## src/rtl/fdiv_pkg.sv

```systemverilog
// fdiv_pkg: shared types and constants for the float divider controller.
//   - state_t : controller FSM states
//   - opcls_t : IEEE-754 single operand class
//   - QNAN/INF canonical encodings, exponent/fraction field widths
//   - op_class() helper that classifies one operand
package fdiv_pkg;

  localparam int EXP_W  = 8;
  localparam int FRAC_W = 23;

  localparam logic [31:0] QNAN = 32'h7FC0_0000;
  localparam logic [31:0] INF  = 32'h7F80_0000;

  typedef enum logic [1:0] {IDLE, LOAD, ITER, DONE} state_t;

  typedef enum logic [1:0] {CLS_NORM, CLS_ZERO, CLS_INF, CLS_NAN} opcls_t;

  // Denormals count as CLS_NORM: they are finite and nonzero, so the
  // datapath handles them.
  function automatic opcls_t op_class(input logic [31:0] x);
    logic [EXP_W-1:0]  e;
    logic [FRAC_W-1:0] f;
    e = x[FRAC_W +: EXP_W];
    f = x[FRAC_W-1:0];
    if (e == '1)
      return (f == '0) ? CLS_INF : CLS_NAN;
    else if (e == '0 && f == '0)
      return CLS_ZERO;
    else
      return CLS_NORM;
  endfunction

endpackage

```

## src/rtl/fdiv_classify.sv

```systemverilog
// fdiv_classify: combinational special-operand resolver for a / b.
//   a, b    in  32  dividend, divisor (IEEE-754 single)
//   special out 1   result is fully determined without the datapath
//   z       out 32  canonical result when special
//   nv, dz  out 1   invalid-operation / divide-by-zero flags
module fdiv_classify
  import fdiv_pkg::*;
(
  input  logic [31:0] a,
  input  logic [31:0] b,
  output logic        special,
  output logic [31:0] z,
  output logic        nv,
  output logic        dz
);

  opcls_t ca;
  opcls_t cb;
  logic   s;

  always_comb begin
    ca      = op_class(a);
    cb      = op_class(b);
    s       = a[31] ^ b[31];
    special = 1'b1;
    z       = '0;
    nv      = 1'b0;
    dz      = 1'b0;
    // Invalid cases are checked first so that e.g. inf/inf never falls
    // into the inf/finite branch.
    if (ca == CLS_NAN || cb == CLS_NAN ||
        (ca == CLS_ZERO && cb == CLS_ZERO) ||
        (ca == CLS_INF  && cb == CLS_INF)) begin
      z  = QNAN;
      nv = 1'b1;
    end else if (ca == CLS_INF) begin
      z = {s, INF[30:0]};
    end else if (cb == CLS_ZERO) begin
      z  = {s, INF[30:0]};
      dz = 1'b1;
    end else if (cb == CLS_INF || ca == CLS_ZERO) begin
      z = {s, 31'd0};
    end else begin
      special = 1'b0;
    end
  end

endmodule

```

## src/rtl/fdiv_ctrl.sv

```systemverilog
// fdiv_ctrl: round-robin arbiter and sequencer for a shared iterative
// single-precision divider datapath.
//   clk, rst                   clock, synchronous active-high reset
//   reqN_valid/ready           request handshake, N = 0, 1
//   reqN_a, reqN_b, reqN_tag   dividend, divisor, opaque tag
//   dp_a, dp_b                 datapath operands, change only on acceptance
//   dp_load, dp_step, dp_z     datapath load/step strobes and quotient
//   res_valid/ready            result handshake
//   res_z, res_id, res_tag     quotient, requester index, echoed tag
//   res_nv, res_dz             invalid / divide-by-zero flags
//   busy                       controller not idle
// Build option: define FDIV_CTRL_SPECIAL_EN to resolve NaN/inf/zero operands
// in the controller (one-cycle bypass of the datapath). Without it every
// request is iterated and the flags stay 0.
module fdiv_ctrl
  import fdiv_pkg::*;
#(
  parameter int ITERS = 3,
  parameter int TAG_W = 4
) (
  input  logic             clk,
  input  logic             rst,
  input  logic             req0_valid,
  output logic             req0_ready,
  input  logic [31:0]      req0_a,
  input  logic [31:0]      req0_b,
  input  logic [TAG_W-1:0] req0_tag,
  input  logic             req1_valid,
  output logic             req1_ready,
  input  logic [31:0]      req1_a,
  input  logic [31:0]      req1_b,
  input  logic [TAG_W-1:0] req1_tag,
  output logic [31:0]      dp_a,
  output logic [31:0]      dp_b,
  output logic             dp_load,
  output logic             dp_step,
  input  logic [31:0]      dp_z,
  output logic             res_valid,
  input  logic             res_ready,
  output logic [31:0]      res_z,
  output logic             res_id,
  output logic [TAG_W-1:0] res_tag,
  output logic             res_nv,
  output logic             res_dz,
  output logic             busy
);

  if (ITERS < 1 || ITERS > 7) begin : g_bad_iters
    $error("fdiv_ctrl: ITERS must be in 1..7");
  end

  localparam logic [2:0] LAST = 3'(ITERS - 1);

  state_t           state;
  state_t           state_nxt;
  logic             ptr;       // 1: favour req1 on contention
  logic [2:0]       cnt;
  logic             gnt_any;
  logic             gnt_id;
  logic             acc;
  logic [31:0]      sel_a;
  logic [31:0]      sel_b;
  logic [TAG_W-1:0] sel_tag;
  logic             special;
  logic [31:0]      sp_z;
  logic             sp_nv;
  logic             sp_dz;

  // Grant: a lone requester wins; on contention the pointer decides.
  always_comb begin
    gnt_any = req0_valid | req1_valid;
    gnt_id  = req1_valid & (~req0_valid | ptr);
    sel_a   = gnt_id ? req1_a   : req0_a;
    sel_b   = gnt_id ? req1_b   : req0_b;
    sel_tag = gnt_id ? req1_tag : req0_tag;
  end

`ifdef FDIV_CTRL_SPECIAL_EN
  fdiv_classify u_classify (
    .a       (sel_a),
    .b       (sel_b),
    .special (special),
    .z       (sp_z),
    .nv      (sp_nv),
    .dz      (sp_dz)
  );
`else
  assign special = 1'b0;
  assign sp_z    = '0;
  assign sp_nv   = 1'b0;
  assign sp_dz   = 1'b0;
`endif

  assign acc = req0_ready | req1_ready;

  // State register
  always_ff @(posedge clk) begin
    if (rst) state <= IDLE;
    else     state <= state_nxt;
  end

  // Next-state logic
  always_comb begin
    state_nxt = state;
    case (state)
      IDLE:    if (acc) state_nxt = special ? DONE : LOAD;
      LOAD:    state_nxt = ITER;
      ITER:    if (cnt == LAST) state_nxt = DONE;
      DONE:    if (res_ready) state_nxt = IDLE;
      default: state_nxt = IDLE;
    endcase
  end

  // Outputs; everything is forced low while rst is high so strobes and
  // handshakes drop in the reset cycle itself.
  always_comb begin
    req0_ready = 1'b0;
    req1_ready = 1'b0;
    dp_load    = 1'b0;
    dp_step    = 1'b0;
    res_valid  = 1'b0;
    busy       = 1'b0;
    if (!rst) begin
      req0_ready = (state == IDLE) && gnt_any && !gnt_id;
      req1_ready = (state == IDLE) && gnt_any &&  gnt_id;
      dp_load    = (state == LOAD);
      dp_step    = (state == ITER);
      res_valid  = (state == DONE);
      busy       = (state != IDLE);
    end
  end

  // Control and result registers
  always_ff @(posedge clk) begin
    if (rst) begin
      ptr     <= 1'b0;
      cnt     <= '0;
      res_z   <= '0;
      res_id  <= 1'b0;
      res_tag <= '0;
      res_nv  <= 1'b0;
      res_dz  <= 1'b0;
    end else begin
      if (acc) begin
        ptr     <= ~gnt_id;
        res_id  <= gnt_id;
        res_tag <= sel_tag;
        res_z   <= sp_z;      // final only for a bypassed request
        res_nv  <= sp_nv;
        res_dz  <= sp_dz;
      end
      if (state == LOAD)
        cnt <= '0;
      else if (state == ITER && cnt != LAST)
        cnt <= cnt + 3'd1;
      if (state == ITER && cnt == LAST)
        res_z <= dp_z;
    end
  end

  // Operand registers: data only, loaded on acceptance
  always_ff @(posedge clk) begin
    if (acc) begin
      dp_a <= sel_a;
      dp_b <= sel_b;
    end
  end

endmodule

```

## config.mk

```make
export PLATFORM = sky130hd
export DESIGN_NAME = fdiv_ctrl
export DESIGN_NICKNAME = d
export VERILOG_FILES = /design/src/rtl/fdiv_pkg.sv /design/src/rtl/fdiv_classify.sv /design/src/rtl/fdiv_ctrl.sv
export SDC_FILE = /design/constraint.sdc
export NUM_CORES = 1
export LEC_CHECK = 0
export CAP_MARGIN = 20
export CORE_MARGIN = 3
export CORE_UTILIZATION = 33
export DETAILED_ROUTE_END_ITERATION = 7
export PLACE_DENSITY_LB_ADDON = 0.05
export SLEW_MARGIN = 20
export SYNTH_ARGS = -nofsm -noshare
export SYNTH_HDL_FRONTEND = slang
export SYNTH_SLANG_ARGS = --single-unit
```

## constraint.sdc

```tcl
create_clock -name clk -period 2.09 [get_ports clk]
set_clock_uncertainty 0.05 [all_clocks]
set_input_delay 0.209 -clock clk [delete_from_list [all_inputs] [get_ports clk]]
set_output_delay 0.209 -clock clk [all_outputs]
set_load 0.005 [all_outputs]
```

==> flow_summary.json <==
{
  "outcome": "complete, no violations",
  "synth_cell_type_count": 33,
  "synth_simple_gate_area_share_pct": 5.47,
  "area_growth_pct": 77.4,
  "cts_root_buffer": "clkbuf_16",
  "required_ps": 1830,
  "postLayoutCellArea_mm2": 0.00791,
  "drc": 0,
  "start_util_pct": 34.5,
  "nNetsFinal": 786,
  "yosysWarnings": 0,
  "rsz0062_at_grt": "no",
  "yosysTopAreaCellShare_pct": 43.1,
  "cp-start-kind": "register",
  "grt_pass1_wl_mm": 20.2,
  "synthArstFlopShare_pct": 0,
  "num_rows": 41,
  "die_w_um": 122,
  "path_max_fanout": 5,
  "clock_sinks": 107,
  "synth_top_family_by_area": "multiplexers",
  "synth-adder-area-share_pct": 1.96,
  "vias": 3605,
  "criticalPathCategory": "reg2out",
  "synth_common_cells": "edfxtp_1, mux2_2, dfxtp_1, nor2_1, a22oi_1",
  "layout_setup_ws_ps": 119,
  "ys_ff_latch": 107,
  "synth-seq-area-share_pct": 62.4,
  "drt_iter0_markers": 132,
  "antenna_found_initial": 0,
  "avgSynthCellArea_um2": 14.0,
  "fin_tns_setup_ps": 0,
  "fmax_ghz": 0.507,
  "h-tree-depth": 3,
  "multi_input_area_mm2": 0.00153,
  "yosys.area.top_type": "edfxtp_1",
  "synthFlopType": "edfxtp_1",
  "synth-xor-area-share_pct": 0.196,
  "postCtsSetupRepairBufs": 0,
  "grt_overflow": 0,
  "finalSetupViolations": 0,
  "drt_first_pass_iters": 4,
  "grt_max_degree": 32,
  "holdCritPathClass": "in2reg",
  "power_leakage_nw": 2.88,
  "wl_per_cell_um": 17.9,
  "clockBufferDepth": 2,
  "p_sw_share_pct": 24.9,
  "ir_drop_v": 0.000321,
  "drv_cap": 0,
  "power.internal_w": 0.00494,
  "wirelength_mm": 14.0,
  "numCtsBuffers": 9,
  "cts_tree": "built",
  "numPortBuffers": 279,
  "coreArea_mm2": 0.0129,
  "synth_mux_area_share_pct": 17.5,
  "n_fill_cell": 1031,
  "grt_use_total_pct": 17.8,
  "synth_edf_count": 64,
  "pre_cts_ws_ps": 75.7,
  "synth-compound-area-share_pct": 8.70,
  "synthCells": 319,
  "drive_gt1_share_pct": 18.3,
  "io_pins": 282,
  "insertedDiodeCount": 0,
  "critPathArrivalTime_ps": 1710,
  "gp_congestion": 0.702,
  "switchingPower_w": 0.00164,
  "finalPower_w": 0.00658,
  "syn_area_mm2": 0.00446,
  "grt_pass1_vias": 3715,
  "drv_slew": 0,
  "dp_cells": 767,
  "clk_pin_slew_ps": 70,
  "place_area_mm2": 0.00758,
  "routed_via_density": 4.60,
  "die_h_um": 122,
  "dpl.hpwl_mm": 10.9,
  "ant_nets": 0,
  "cp-end-kind": "output pin",
  "hold_viol": 0,
  "die_area_mm2": 0.0149,
  "seq_area_mm2": 0.00279,
  "min_period_over_period_pct": 94.3,
  "synth.area.top_cells": "edfxtp_1, dfxtp_1, mux2_2",
  "clk_latency_ps": 340,
  "hold_buffers": 0,
  "period_needed_ps": 1970,
  "p_per_area_mw_per_mm2": 832,
  "clockPowerShare_pct": 27.7,
  "seqPwrFrac_pct": 42.0,
  "final_cells": 783,
  "p_comb_share_pct": 30.3
}
==> final timing paths <==
path                 start  slack [ps]  cells past startpoint    endpoint
setup / recovery  state[0]         120                      4     dp_step
hold reg to reg   state[1]         430                      2    state[1]
setup reg to reg  state[0]         260                      7   res_z[18]
hold / removal         rst         150                      2  res_tag[3]
==> cells by family (layout without fill, tap and decap cells) <==
kind of cell / after synthesis / after routing
AO/OA/AOI/OAI: 47 / 47
XOR/XNOR: 1 / 1
adder cells (fa/ha/maj): 7 / 7
buffers and inverters: 30 / 321
flip-flops: 107 / 107
multiplexers: 70 / 70
other: 1 / 2
AND/OR/NAND/NOR: 56 / 56
==> critical path, stage by stage, from the launching register on <==
cell	delay [ps]
dfxtp_2	340
inv_1	110
ha_1	240
nor2b_1	140
clkdlybuf4s50_1	520
==> registers in the layout (all words and copies together) (netlist names) <==
name	count
dp_a	32
dp_b	32
res_z	32
res_tag	4
cnt	3
state	2
ptr	1
res_id	1
==> placed cells by master (no fill, tap or decap), types with 2 or more instances in the layout <==
| master | count |
|---|---|
| clkdlybuf4s50_1 | 275 |
| mux2_2 | 64 |
| edfxtp_1 | 64 |
| dfxtp_1 | 41 |
| nor2_1 | 39 |
| a22oi_1 | 32 |
| clkbuf_16 | 11 |
| buf_4 | 10 |
| buf_12 | 8 |
| inv_1 | 7 |
| ha_1 | 7 |
| mux2i_1 | 6 |
| nor2b_1 | 5 |
| nor3_1 | 4 |
| nand2_1 | 4 |
| a211oi_2 | 4 |
| a21oi_1 | 3 |
| conb_1 | 2 |
| clkbuf_8 | 2 |
| dlygate4sd2_1 | 2 |
| dfxtp_2 | 2 |
==> power by group through the flow <==
stage | Clock [W] | Combinational [W] | Sequential (W)
floorplan | 0 | 0.000763 | 0.00284
global placement | 0 | 0.00199 | 0.00280
detailed placement | 0 | 0.00202 | 0.00281
CTS | 0.00188 | 0.00203 | 0.00276
global route | 0.00196 | 0.00216 | 0.00279
finish | 0.00182 | 0.00199 | 0.00276
==> through the flow <==
stage               util, %  hold slack (ps)
finish                 61.2              153
detailed placement     58.6              435
global route           61.2              176
floorplan                 -              275
global placement       58.6              427
CTS                    61.2              146
==> per-layer routing <==
metal | routed length, um | GRT usage [%] | up-vias
li1 | - | - | 1741
met5 | 0 | 0 | -
met1 | 4900 | 18.4 | 1689
met3 | 1370 | 6.41 | 14
met4 | 209 | 5.95 | 0
met2 | 7500 | 33.2 | 161
==> final cells by class <==
class / instances / share of cell area, %
multi-input combinational: 183 / 19.3
sequential: 107 / 35.2
inverter: 8 / 0.380
timing repair buffer: 297 / 38.2
clock buffer: 13 / 3.83
tap: 172 / 2.72
clock inverter: 3 / 0.380
==> timing repair <==
action                     4_1_cts  5_1_grt
gates resized for setup          3        2
cloned                           0        0
setup endpoints to repair        3        1
pin swaps                        0        0
No activity file was read; power rests on OpenSTA's default activity.
